### src/rtl/uart_rx_fifo_if.sv
// Receive-stream handshake between the UART receiver (master) and its host consumer (slave).
// Latency: none, wires only.
// Backpressure: the consumer holds m_ready low to keep the head beat in place.
interface uart_rx_fifo_if #(
    parameter int DATA_BITS = 8
);
    logic                 m_valid;
    logic                 m_ready;
    logic [DATA_BITS-1:0] m_data;
    logic                 m_parity_err;
    logic                 m_frame_err;

    modport master (output m_valid, m_data, m_parity_err, m_frame_err, input m_ready);
    modport slave  (input m_valid, m_data, m_parity_err, m_frame_err, output m_ready);
endinterface

### src/rtl/uart_rx_fifo.sv
// UART receiver: 2-FF sync, 3-sample majority vote, runtime parity/stop format, tagged receive FIFO; break detect under UART_RX_BREAK_EN.
// Latency: m_valid rises 1 cycle after the last stop-bit vote (2 more cycles from the pin through the synchronizer).
// Backpressure: m_ready low holds the FIFO; a frame completed while the FIFO is full is dropped and sets sticky overflow.
module uart_rx_fifo #(
    parameter int CLK_FREQ   = 25_000_000,
    parameter int BAUD_RATE  = 115_200,
    parameter int DATA_BITS  = 8,
    parameter int FIFO_DEPTH = 8
) (
    input  logic                             clk,
    input  logic                             rst_n,
    input  logic                             serial,
    input  logic                             cfg_parity_en,
    input  logic [1:0]                       cfg_parity_type,
    input  logic                             cfg_two_stop,
    uart_rx_fifo_if.master                   m,
    output logic [$clog2(FIFO_DEPTH+1)-1:0]  fifo_count,
    output logic                             overflow,
    input  logic                             ovf_clr,
    output logic                             break_det
);
    localparam int CPB   = CLK_FREQ / BAUD_RATE;
    localparam int MID   = CPB / 2;
    localparam int CNT_W = $clog2(CPB);
    localparam int BIT_W = $clog2(DATA_BITS);
    localparam int PTR_W = $clog2(FIFO_DEPTH);
    localparam int FCW   = $clog2(FIFO_DEPTH + 1);

    typedef enum logic [2:0] {IDLE, START, DATA, PARITY, STOP} state_t;

    logic                 sync1, rx_s;
    state_t               state;
    logic [CNT_W-1:0]     cnt;
    logic [BIT_W-1:0]     bit_idx;
    logic                 stop_idx;
    logic                 s_a, s_b;
    logic [DATA_BITS-1:0] data_q;
    logic                 par_err_q, frm_err_q;
    logic                 par_en_q, two_stop_q;
    logic [1:0]           par_type_q;
    logic                 vote, par_calc, at_mid1, at_end, frame_last, push;

    always_ff @(posedge clk or negedge rst_n) begin
        if (!rst_n) begin
            sync1 <= 1'b1;
            rx_s  <= 1'b1;
        end else begin
            sync1 <= serial;
            rx_s  <= sync1;
        end
    end

    assign vote       = (s_a & s_b) | (s_a & rx_s) | (s_b & rx_s);
    assign at_mid1    = (cnt == CNT_W'(MID + 1));
    assign at_end     = (cnt == CNT_W'(CPB - 1));
    assign frame_last = (stop_idx == two_stop_q);

    always_comb begin
        par_calc = 1'b0;
        unique case (par_type_q)
            2'd0:    par_calc = vote;
            2'd1:    par_calc = ~vote;
            2'd2:    par_calc = (^data_q) ^ vote;
            default: par_calc = ~((^data_q) ^ vote);
        endcase
    end

`ifdef UART_RX_BREAK_EN
    logic brk_wait, par_bit_q, is_break;
    assign is_break = (state == STOP) && !brk_wait && !stop_idx && at_mid1 && !vote &&
                      (data_q == '0) && !(par_en_q && par_bit_q);
    assign push     = (state == STOP) && !brk_wait && at_mid1 && frame_last && !is_break;
`else
    assign push      = (state == STOP) && at_mid1 && frame_last;
    assign break_det = 1'b0;
`endif

    always_ff @(posedge clk or negedge rst_n) begin
        if (!rst_n) begin
            state      <= IDLE;
            cnt        <= '0;
            bit_idx    <= '0;
            stop_idx   <= 1'b0;
            s_a        <= 1'b1;
            s_b        <= 1'b1;
            data_q     <= '0;
            par_err_q  <= 1'b0;
            frm_err_q  <= 1'b0;
            par_en_q   <= 1'b0;
            two_stop_q <= 1'b0;
            par_type_q <= 2'd0;
`ifdef UART_RX_BREAK_EN
            brk_wait   <= 1'b0;
            par_bit_q  <= 1'b0;
            break_det  <= 1'b0;
`endif
        end else begin
`ifdef UART_RX_BREAK_EN
            break_det <= 1'b0;
`endif
            if (state != IDLE) begin
                if (cnt == CNT_W'(MID - 1)) s_a <= rx_s;
                if (cnt == CNT_W'(MID))     s_b <= rx_s;
                cnt <= at_end ? '0 : cnt + 1'b1;
            end
            unique case (state)
                IDLE: if (!rx_s) begin
                    state      <= START;
                    cnt        <= '0;
                    bit_idx    <= '0;
                    stop_idx   <= 1'b0;
                    par_err_q  <= 1'b0;
                    frm_err_q  <= 1'b0;
                    par_en_q   <= cfg_parity_en;
                    par_type_q <= cfg_parity_type;
                    two_stop_q <= cfg_two_stop;
                end
                START: begin
                    if (at_mid1 && vote) state <= IDLE;
                    else if (at_end)     state <= DATA;
                end
                DATA: begin
                    if (at_mid1) data_q <= {vote, data_q[DATA_BITS-1:1]};
                    if (at_end) begin
                        if (bit_idx == BIT_W'(DATA_BITS - 1)) state <= par_en_q ? PARITY : STOP;
                        else                                  bit_idx <= bit_idx + 1'b1;
                    end
                end
                PARITY: begin
                    if (at_mid1) begin
                        par_err_q <= par_calc;
`ifdef UART_RX_BREAK_EN
                        par_bit_q <= vote;
`endif
                    end
                    if (at_end) state <= STOP;
                end
                STOP: begin
`ifdef UART_RX_BREAK_EN
                    // Break: hold here until the line has been high for one full bit time.
                    if (brk_wait) begin
                        if (!rx_s) cnt <= '0;
                        else if (at_end) begin
                            state    <= IDLE;
                            brk_wait <= 1'b0;
                        end
                    end else if (is_break) begin
                        break_det <= 1'b1;
                        brk_wait  <= 1'b1;
                        cnt       <= '0;
                    end else
`endif
                    if (at_mid1) begin
                        // Return to IDLE at mid-stop to regain half a bit of resync margin.
                        if (frame_last) state <= IDLE;
                        else            frm_err_q <= frm_err_q | ~vote;
                    end else if (at_end) begin
                        stop_idx <= 1'b1;
                    end
                end
                default: state <= IDLE;
            endcase
        end
    end

    logic [DATA_BITS+1:0] mem [FIFO_DEPTH];
    logic [PTR_W-1:0]     wr_ptr, rd_ptr;
    logic                 full, do_pop, do_push;

    assign full    = (fifo_count == FCW'(FIFO_DEPTH));
    assign do_pop  = m.m_valid & m.m_ready;
    assign do_push = push & (!full | do_pop);

    always_ff @(posedge clk or negedge rst_n) begin
        if (!rst_n) begin
            for (int i = 0; i < FIFO_DEPTH; i++) mem[i] <= '0;
            wr_ptr     <= '0;
            rd_ptr     <= '0;
            fifo_count <= '0;
            overflow   <= 1'b0;
        end else begin
            if (do_push) begin
                mem[wr_ptr] <= {data_q, par_err_q, frm_err_q | ~vote};
                wr_ptr      <= wr_ptr + 1'b1;
            end
            if (do_pop) rd_ptr <= rd_ptr + 1'b1;
            if (do_push && !do_pop)      fifo_count <= fifo_count + 1'b1;
            else if (!do_push && do_pop) fifo_count <= fifo_count - 1'b1;
            if (push && !do_push) overflow <= 1'b1;
            else if (ovf_clr)     overflow <= 1'b0;
        end
    end

    assign m.m_valid = (fifo_count != '0);
    assign {m.m_data, m.m_parity_err, m.m_frame_err} = mem[rd_ptr];
endmodule

### src/flat_wrapper.sv
// flat-port wrapper written by rule: the top's interface ports become plain ports
module uart_rx_fifo_flat 
#(
    parameter int CLK_FREQ   = 25_000_000,
    parameter int BAUD_RATE  = 115_200,
    parameter int DATA_BITS  = 8,
    parameter int FIFO_DEPTH = 8
)
  (clk, rst_n, serial, cfg_parity_en, cfg_parity_type, cfg_two_stop, fifo_count, overflow, ovf_clr, break_det, m_m_valid, m_m_data, m_m_parity_err, m_m_frame_err, m_m_ready);
  uart_rx_fifo_if #(.DATA_BITS(DATA_BITS)) m_i ();
  input  logic clk;
  input  logic rst_n;
  input  logic serial;
  input  logic cfg_parity_en;
  input  logic [1:0] cfg_parity_type;
  input  logic cfg_two_stop;
  output logic [$clog2(FIFO_DEPTH+1)-1:0] fifo_count;
  output logic overflow;
  input  logic ovf_clr;
  output logic break_det;
  output wire logic [$bits(m_i.m_valid)-1:0] m_m_valid;
  output wire logic [$bits(m_i.m_data)-1:0] m_m_data;
  output wire logic [$bits(m_i.m_parity_err)-1:0] m_m_parity_err;
  output wire logic [$bits(m_i.m_frame_err)-1:0] m_m_frame_err;
  input wire logic [$bits(m_i.m_ready)-1:0] m_m_ready;
  assign m_m_valid = m_i.m_valid;
  assign m_m_data = m_i.m_data;
  assign m_m_parity_err = m_i.m_parity_err;
  assign m_m_frame_err = m_i.m_frame_err;
  assign m_i.m_ready = m_m_ready;
  uart_rx_fifo #(.CLK_FREQ(CLK_FREQ), .BAUD_RATE(BAUD_RATE), .DATA_BITS(DATA_BITS), .FIFO_DEPTH(FIFO_DEPTH)) u_core (.clk(clk), .rst_n(rst_n), .serial(serial), .cfg_parity_en(cfg_parity_en), .cfg_parity_type(cfg_parity_type), .cfg_two_stop(cfg_two_stop), .m(m_i), .fifo_count(fifo_count), .overflow(overflow), .ovf_clr(ovf_clr), .break_det(break_det));
endmodule
### config.mk
export PLATFORM = sky130hd
export DESIGN_NAME = uart_rx_fifo_flat
export DESIGN_NICKNAME = d
export VERILOG_FILES = /design/src/rtl/uart_rx_fifo_if.sv /design/src/rtl/uart_rx_fifo.sv /design/src/flat_wrapper.sv
export SDC_FILE = /design/constraint.sdc
export NUM_CORES = 1
export LEC_CHECK = 0
export CAP_MARGIN = 10
export CELL_PAD_IN_SITES_DETAIL_PLACEMENT = 1
export CELL_PAD_IN_SITES_GLOBAL_PLACEMENT = 1
export CORE_ASPECT_RATIO = 0.8
export CORE_MARGIN = 2
export CORE_UTILIZATION = 46
export CTS_CLUSTER_SIZE = 40
export DETAILED_ROUTE_END_ITERATION = 7
export PLACE_DENSITY = 0.8
export RECOVER_POWER = 100
export SYNTH_ARGS = -nofsm -noshare
export SYNTH_HDL_FRONTEND = slang
export SYNTH_SLANG_ARGS = --single-unit
export TNS_END_PERCENT = 100
### constraint.sdc
create_clock -name clk -period 3.05 [get_ports clk]
set_clock_uncertainty 0.05 [all_clocks]
set_input_delay 0.915 -clock clk [delete_from_list [all_inputs] [get_ports clk]]
set_output_delay 0.915 -clock clk [all_outputs]
set_load 0.005 [all_outputs]
* Word-level counts from Yosys, hierarchy flattened
Index checks and enable logic that the tools add are counted.
** Storage, ports and cells
- Register bits :: 124
- Bits in latches :: 0
- Bits in writable memories :: 0
- Bits in read-only memories :: 0
- Input bits :: 9
- Output and inout port bits :: 17
- Logic and storage cells :: 142
- Memories kept :: 0
** Operators by class
- Add/sub/neg operators :: 6
- Multipliers :: 0
- Div/mod/pow operators :: 0
- $lt $le $gt $ge :: 3
- Eq/ne operators :: 25
- Shifts and indexed selects :: 0
- Multiplexer cells :: 38
- Bitwise logic cells :: 15
- Reductions and logical operators :: 29
** Operators by type and width (number)
- $bwmux W80 :: 1
- $mux W3 :: 12
- $mux W8 :: 4
- $bmux W10 S3 :: 1
- $demux W10 S3 :: 1
- $mux W10 :: 3
- $eq A8 B7 Y1 const B :: 3
- $pmux W3 S5 :: 1
- $ne A2 B1 Y1 const B :: 7
- $reduce_and A4 Y1 :: 3
- $reduce_bool A2 Y1 :: 5
- $add A3 B1 Y3 const B :: 3
- $add A8 B1 Y8 const B :: 1
- $eq A8 B8 Y1 const B :: 1
- $ge A4 B4 Y1 const B :: 2
- $mux W1 :: 8
- $mux W4 :: 2
- $ne A2 B2 Y1 const B :: 4
- $not A3 Y4 :: 2
- $reduce_and A2 Y1 :: 4
- $reduce_xor A8 Y1 :: 1
- $logic_and A1 B1 Y1 :: 7
- $reduce_and A7 Y1 :: 1
- $eq A3 B2 Y1 const B :: 2
- 23 further kinds :: 37

* Longest topological paths before layout
Gate-level depths: netlist of the first run.
- Word-level depth :: 8
- Depth in mapped cells :: 14
- Mapped depth without buffers :: 13

* Worst setup path before layout of the first run
Ideal clock, no wire load.
- Kind :: input-to-reg
- From :: input m_m_ready
- To :: register u_core.fifo_count[3]
- Setup time :: 0.125 ns
- Data arrival time :: 2.806 ns
- Setup slack :: 0.069 ns
- Cell stages on the path :: 13
- Buffers on the path :: 1
- Cell sequence :: nand2b_1 nor4_1 or3_1 buf_4 inv_2 ha_1 inv_1 ha_1 a21o_1 a21oi_1 xnor2_1 nor2_1 xor2_1
** On the way
- Word-level cells in the longest chain between the ends :: 6
** Ends and longest elaborated chain
- start: declaration :: RTL line flat_wrapper.sv:25 : input wire logic [$bits(m_i.m_ready)-1:0] m_m_ready;
- $and A1 B1 Y1 * :: RTL line uart_rx_fifo.sv:171 : assign do_pop = m.m_valid & m.m_ready;
- $or A1 B1 Y1 * :: RTL line uart_rx_fifo.sv:172 : assign do_push = push & (!full | do_pop);
- $and A1 B1 Y1 * :: RTL line uart_rx_fifo.sv:172
- net u_core.do_push :: RTL line uart_rx_fifo.sv:168 : logic full, do_pop, do_push;
- $logic_not A1 Y1 :: RTL line uart_rx_fifo.sv:188 : else if (!do_push && do_pop) fifo_count <= fifo_count - 1'b1;
- $logic_and A1 B1 Y1 :: RTL line uart_rx_fifo.sv:188
- $reduce_bool A2 Y1 (no line)
- end signal: assignment :: RTL line uart_rx_fifo.sv:187 : if (do_push && !do_pop) fifo_count <= fifo_count + 1'b1;
- end signal: assignment :: RTL line uart_rx_fifo.sv:188
- end: declaration :: RTL line uart_rx_fifo.sv:17 : output logic [$clog2(FIFO_DEPTH+1)-1:0] fifo_count,
The timed path passes the listed nets; every way through them passes the cells marked *.
A chain may end at the register's enable or synchronous reset.

* Final worst setup path of the first run
Same ends and word-level chain as after synthesis.

==> metrics.md, run 1 <==
| Metric | Value |
|---|---|
| Outcome | finished with violations |
| Failing checks | negative setup slack |
| Worst path max stage delay | 510 ps |
| Synth async-reset ratio | 100% |
| Hpwl dp | 9190 um |
| Via density | 5.67 |
| Post-synth top flop | dfrtp_1 |
| Routed wire per std cell | 22.2 um |
| PwrDens | 646 mW/mm^2 |
| Crit-path cells | clkdlybuf4s50_1 -> nand2b_4 -> nor4_4 -> or3_1 -> inv_4 -> ha_4 -> inv_1 -> ha_1 -> a21o_1 -> a21oi_2 -> xnor2_1 -> nor2_1 -> xor2_1 |
| Vias | 3819 |
| Diode count | 0 |
| Worst Hold Depth | 0 |
| Synth Cell Area | 0.00588 mm^2 |
| Initial antenna violation count | 0 |
| Final hold violation count | 0 |
| First-pass GRT wire length | 24200 um |
| Post-synth EDFFs | 0 |
| Worst endpoint data arrival time | 3330 ps |
| Die area | 0.0137 mm^2 |
| CTS tree | done |
| Worst Path Required | 3300 ps |
| # Max-Cap Violations | 0 |
| Post-Syn Nets | 452 |
| Register area share after synthesis | 52.8% |
| Clock slew at reported path FFs | 60 ps |
| Max Clk Rate | 325 MHz |
| Num CTS Buffers | 17 |
| GRT overflow | 0 |
| Average cell area after synthesis | 13.6 um^2 |
| DR pass1 iterations | 4 |
| Leading post-synthesis cells by cell area | dfrtp_1, mux2_2, mux4_2 |
| Leakage | 0.00337 uW |
| Post-route setup slack | -29.8 ps |
| Post-synth cell types | 53 |
| Height of the die | 105 um |
| Worst Reg-to-Reg Cells | 12 |
| Critical path class | in2reg |
| Clock Sinks | 124 |
| Compound-Gate Fraction of Synth Area | 2.93% |
| WL final | 14900 um |
| RSZ-0062 raised after global routing | yes |
| Initial DRC count | 225 |
| Chip width | 130 um |
| Pin count of the biggest net entering global routing | 56 |
| Relative slew margins | 18.3% |
| Largest family of logic cells by synthesized area | multiplexers |
| HP Class | reg2reg |
| Area delta synth->final | 22.5% |
| Worst skew pair latency | 420 ps |
| Residual DRC | 0 |
| Layout cells sized above 1 | 42.0% |
| Post-Synth XOR/XNOR Area | 2.98% |
| Fin Hold WS | 310 ps |
| Critical path launch point type | primary input |
| H-tree Lvls | 4 |
| Core area | 0.0123 mm^2 |
| Clk Tree Root Cell | clkbuf_16 |
| Largest area contributor in the netlist | dfrtp_1 |
| Rows | 36 |
| Yosys top cell area share | 51.0% |
| Final Cycle Share | 101% |
| Worst-margin pin slew | 1230 ps |
| GRT Util Overall | 24.0% |
| Pins over their slew limit | 0 |
| IO buf count | 24 |
| Initial Util | 47.7% |
| Fillers | 1208 |
| Longest Clk Path Bufs | 2 |
| I/O pin cnt | 26 |
| Crit path capture type | flip-flop |
| Cts hold-fix bufs | 0 |
| Vias in the first global route | 4238 |
| Synth Area in Simple Gates | 8.36% |
| Mux contribution to synthesized area | 27.7% |
| Layout Nets | 509 |
| Synthesized flop and latch total | 124 |
| Crit path time final | 3080 ps |
| Yosys Warn Count | 0 |
| Maximum VDD drop | 0.394 mV |
| # setup viols final | 2 |
| Gate Count Post-Synth | 432 |
| Gpl congestion | 0.790 |
| Antenna viol nets, final | 0 |
| Crit Path Max Fanout | 2 |
| CP max-delay cell | clkdlybuf4s50_1 |
| Pre-CTS WS | -487 ps |
| Post-Synth Adder-Cell Area | 2.64% |
-- stage by stage --
step	instances	TNS, ps	area, um^2	power, uW	utilization (%)
floorplan	432	0	5880	2170	-
global placement	631	-2710	6500	2460	52.6
detailed placement	631	-6450	6500	2490	52.6
CTS	672	-278	7230	4690	58.6
global route	673	-1780	7210	4850	58.4
finish	673	-41.0	7210	4660	58.4
-- timing repair --
| action | 4_1_cts | 5_1_grt |
|---|---|---|
| cloned | 2 | 0 |
| pin swaps | 0 | 5 |
| setup buffers | 7 | 3 |
| setup endpoints to repair | 11 | 10 |
| resized for setup | 45 | 20 |
-- Yosys cell counts, types with 3 or more instances --
library cell,count
nand4_1,5
mux2_2,103
inv_1,8
nor2_1,11
o21ai_0,9
mux4_2,20
clkbuf_1,16
nand3_1,9
a21oi_1,7
xor2_1,6
nand2_1,29
and3_1,3
xnor2_1,14
nand2b_1,6
dfstp_2,4
ha_1,10
buf_1,4
dfrtp_1,120
nor3_1,3
buf_4,3
buf_2,3
-- kinds of logic after synthesis --
group | Yosys count
buf+inv | 35
xor+xnor | 20
simple gates | 87
fa+ha+maj | 12
other cells | 1
flops | 124
mux | 125
compound gates | 28
-- routing by layer --
metal  part of all wire, %  GRT usage [%]  wire [um]
met3                   4.5           5.99        679
met4                   2.2           8.13        323
met2                    50           38.0       7440
met1                    43           32.2       6490
met5                     0              0          0
-- worst max-delay path: cells and delay by family --
| kind | cells | cell delay (ps) |
|---|---|---|
| buffers and inverters | 3 | 650 |
| XOR/XNOR | 2 | 280 |
| AND/OR/NAND/NOR | 4 | 720 |
| AO/OA/AOI/OAI | 2 | 360 |
| adder cells (fa/ha/maj) | 2 | 400 |
-- path summary, 6_finish.rpt --
kind | startpoint | endpoint | slack [ps]
min reg2reg | u_core.sync1 | u_core.rx_s | 310
max | m_m_ready | u_core.fifo_count[3] | -30
min in group asynchronous | rst_n | u_core.cnt[0] | 680
min | u_core.sync1 | u_core.rx_s | 310
max in group asynchronous | rst_n | u_core.rd_ptr[0] | 390
max reg2reg | u_core.cnt[4] | u_core.fifo_count[3] | 170
-- sequential cells by signal, indices dropped and copies added, names as in the netlist, 3 cells and up --
register           cells
u_core.data_q          8
u_core.cnt             8
u_core.wr_ptr          3
u_core.fifo_count      4
u_core.bit_idx         3
u_core.mem            80
u_core.rd_ptr          3
u_core.state           3
-- report_power, final --
group / switching, uW / total, uW / internal, uW
logic: 400 / 892 / 493
registers: 94.1 / 1800 / 1700
clock network: 765 / 1970 / 1210
-- cell type report --
| class | instances | area, um^2 | share of cell area [%] |
|---|---|---|---|
| inverters | 9 | 36.3 | 0.503 |
| well taps | 171 | 214 | 2.97 |
| clock inverters | 13 | 143 | 1.98 |
| repair buffers | 64 | 557 | 7.73 |
| clock buffers | 19 | 433 | 6.01 |
| flip-flops and latches | 124 | 3110 | 43.1 |
| multi-input cells | 273 | 2720 | 37.7 |
-- cells in the final DEF, fill, tap and decap left out, drive strengths merged, types with 9 or more instances in the layout --
cell    Yosys  layout
clkbuf     16      30
inv         9      11
buf        10      38
ha         10      10
nand2      29      29
mux2      103     103
o21ai       9       9
mux4       20      20
dfrtp     120     120
nor2       12      12
xnor2      14      14
nand3      10      10
No activity file was read; power rests on OpenSTA's default activity.
==> inputs of run 2 (changes only) <==
--- a/config.mk
+++ b/config.mk
@@ -5,6 +5,7 @@
 export SDC_FILE = /design/constraint.sdc
 export NUM_CORES = 1
 export LEC_CHECK = 0
+export ABC_CLOCK_PERIOD_IN_PS = 3050
 export CAP_MARGIN = 10
 export CELL_PAD_IN_SITES_DETAIL_PLACEMENT = 1
 export CELL_PAD_IN_SITES_GLOBAL_PLACEMENT = 1
==> results of run 2 <==
No change in the layout: final DEF, timing and power equal those of run 1.
==> inputs of run 3 (changes only) <==
--- a/config.mk
+++ b/config.mk
@@ -6,7 +6,7 @@
 export NUM_CORES = 1
 export LEC_CHECK = 0
 export ABC_CLOCK_PERIOD_IN_PS = 3050
-export CAP_MARGIN = 10
+export CAP_MARGIN = 30
 export CELL_PAD_IN_SITES_DETAIL_PLACEMENT = 1
 export CELL_PAD_IN_SITES_GLOBAL_PLACEMENT = 1
 export CORE_ASPECT_RATIO = 0.8
@@ -16,6 +16,7 @@
 export DETAILED_ROUTE_END_ITERATION = 7
 export PLACE_DENSITY = 0.8
 export RECOVER_POWER = 100
+export REMOVE_ABC_BUFFERS = 1
 export SYNTH_ARGS = -nofsm -noshare
 export SYNTH_HDL_FRONTEND = slang
 export SYNTH_SLANG_ARGS = --single-unit
==> run 3 against run 2 <==
Net effect:
- the run ends with max-capacitance violations, max-slew violations left
- global-route usage increased by 0.71 points
- combinational power decreased by 5.5%
- highest routed layer unchanged
- largest power group unchanged
- hold slack got worse by 3.8 ps
- die area unchanged
- routed wire length increased by 2.8%
- core utilization increased by 0.13 points
- cell count decreased by 1.3%
- critical path type is now reg2out
- critical endpoint is now m_m_data[4]
- power increased by 2.0%
==> metrics.md, run 3 (synthesis results as in run 1) <==
| Metric | Value |
|---|---|
| Outcome | finished with violations |
| Failing checks | max-capacitance violations, max-slew violations |
| Vias | 3826 (+0.18%) |
| Most frequent cells in the layout | dfrtp_1, mux2_2, nand2_1 |
| Leakage | 0.00337 uW (+0.10%) |
| Cts hold-fix bufs | 0 (unchanged) |
| I/O pin cnt | 26 (unchanged) |
| Longest Clk Path Bufs | 2 (unchanged) |
| Pins over their slew limit | 36 (+36) |
| Max reg flops | 80 (unchanged) |
| Rows | 36 (unchanged) |
| Crit Path Max Fanout | 5 (+3) |
| Top reg by flops | u_core.mem |
| Area delta synth->final | 22.8% |
| GRT Util Overall | 24.7% (+0.71 points) |
| Clk Tree Root Cell | clkbuf_16 |
| DR pass1 iterations | 4 (unchanged) |
| Crit path capture type | output pin |
| Fillers | 1180 (-2.3%) |
| Worst-margin pin slew | 2000 ps (+776 ps) |
| Final hold violation count | 0 (unchanged) |
| Core area | 0.0123 mm^2 (unchanged) |
| Residual DRC | 0 (unchanged) |
| Maximum VDD drop | 0.534 mV (+35%) |
| Worst skew pair latency | 440 ps (+20 ps) |
| Hpwl dp | 8840 um (-3.8%) |
| Most common cell after layout, fill and taps aside | dfrtp_1 |
| Post-route setup slack | 53.2 ps (+83.1 ps) |
| HP Class | reg2reg |
| Layout cells sized above 1 | 42.8% (+0.77 points) |
| Die area | 0.0137 mm^2 (unchanged) |
| Top Metal Used | met4 |
| Relative slew margins | -33.4% (-52 points) |
| Routed wire per std cell | 23.1 um (+4.2%) |
| Diode count | 0 (unchanged) |
| WL met1 | 6990 um (+7.7%) |
| Height of the die | 105 um (unchanged) |
| # setup viols final | 0 (-2) |
| IO buf count | 24 (unchanged) |
| GRT overflow | 0 (unchanged) |
| Max Clk Rate | 334 MHz (+2.8%) |
| PwrDens | 658 mW/mm^2 (+1.8%) |
| TNS Setup | 0 ps (+41.0 ps) |
| CTS tree | done |
| Initial antenna violation count | 0 (unchanged) |
| Clock slew at reported path FFs | 60 ps (about the same) |
| Worst Hold Depth | 0 (unchanged) |
| Gpl congestion | 0.857 (+8.5%) |
| Worst Path Required | 2080 ps (-1220 ps) |
| Detailed-routed wire length on met2 | 7460 um (+0.16%) |
| RSZ-0062 raised after global routing | yes |
| Vias in the first global route | 4247 (+0.21%) |
| Clock Sinks | 124 (unchanged) |
| Chip width | 130 um (unchanged) |
| Critical path class | reg2out |
| Via density | 5.76 (+1.5%) |
| Antenna viol nets, final | 0 (unchanged) |
| Utilization after layout | 58.5% (+0.13 points) |
| Worst Reg-to-Reg Cells | 12 (unchanged) |
| Pin count of the biggest net entering global routing | 51 (-8.9%) |
| Critical path launch point type | flip-flop |
| Num CTS Buffers | 17 (unchanged) |
| Initial Util | 47.7% (unchanged) |
| Layout Nets | 500 (-1.8%) |
| Worst endpoint data arrival time | 2030 ps (-1300 ps) |
| Initial DRC count | 185 (-18%) |
| Pre-CTS WS | -361 ps (+126 ps) |
| Crit path time final | 3000 ps (-83.1 ps) |
| H-tree Lvls | 4 (unchanged) |
| Wire length on met3 | 468 um (-31%) |
| First-pass GRT wire length | 24800 um (+2.5%) |
| Final Cycle Share | 98.3% (-2.7 points) |
| # Max-Cap Violations | 1 (+1) |
| Top flop regs | u_core.mem: 80 flops, u_core.cnt: 8 flops, u_core.data_q: 8 flops |
| WL final | 15300 um (+2.8%) |
-- run 3: changes by cell type in the layout (fill, tap and decap cells not counted), moves of 4 or more --
| cell | previous run | this run |
|---|---|---|
| buf_6 | 12 | 8 |
| clkbuf_2 | 6 | 0 |
| buf_12 | 1 | 7 |
| dlygate4sd3_1 | 6 | 1 |
| clkdlybuf4s50_1 | 7 | 12 |
| clkinv_4 | 4 | 8 |
| clkbuf_1 | 7 | 1 |
-- run 3: what timing repair did --
action                     in CTS  in global routing
pin swaps                       0                  0
buffers inserted                6                  0
cloned                          2                  0
gates resized for setup        59                  6
setup endpoints to repair      10                 11
-- run 3: worst paths after layout --
kind	from	end	slack (ps)
worst max-delay path	u_core.rd_ptr[0]	m_m_data[4]	50
worst min-delay path	u_core.sync1	u_core.rx_s	310
worst max register to register	u_core.cnt[4]	u_core.fifo_count[3]	200
worst min register to register	u_core.sync1	u_core.rx_s	310
max in group asynchronous	rst_n	u_core.mem[1]	370
min in group asynchronous	rst_n	u_core.fifo_count[2]	990
-- run 3: metrics by stage --
step / std cells / hold WS (ps) / cell area (um^2) / power (uW)
4_1_cts: 667 / 308 / 7290 / 4880
6_report: 664 / 307 / 7220 / 4750
2_1_floorplan: 406 / 295 / 5770 / 2150
3_3_place_gp: 627 / 297 / 6520 / 2490
3_5_place_dp: 627 / 299 / 6520 / 2510
5_1_grt: 664 / 308 / 7220 / 4920
-- run 3: metal layers --
metal  GRT usage [%]  vias to the layer above
met2            38.8                       82
met1            33.2                     2050
met3            5.12                       37
li1                -                     1657
met5               0                        -
met4            10.8                        0
-- run 3: final cells by class --
type                       count  area (um^2)  share of cell area [%]
clock buffer                  17          425                    5.89
clock inverter                15          190                    2.63
inverter                       9         33.8                   0.468
multi-input combinational    273         2690                    37.3
sequential                   124         3110                    43.0
tap                          171          214                    2.96
timing repair buffer          55          557                    7.71
-- run 3: worst max-delay path, stage by stage, from the launching register on --
cell and delay (ps):
dfrtp_2 400, buf_12 140, buf_8 140, mux4_2 500, mux2_4 300, buf_6 130
-- run 3: power breakdown --
group	switching [uW]	total, uW	leakage [uW]	internal [uW]
logic	385	843	0.00140	459
registers	75.6	1780	0.00167	1700
clock network	835	2130	0.000298	1300
total	1300	4750	0.00337	3460
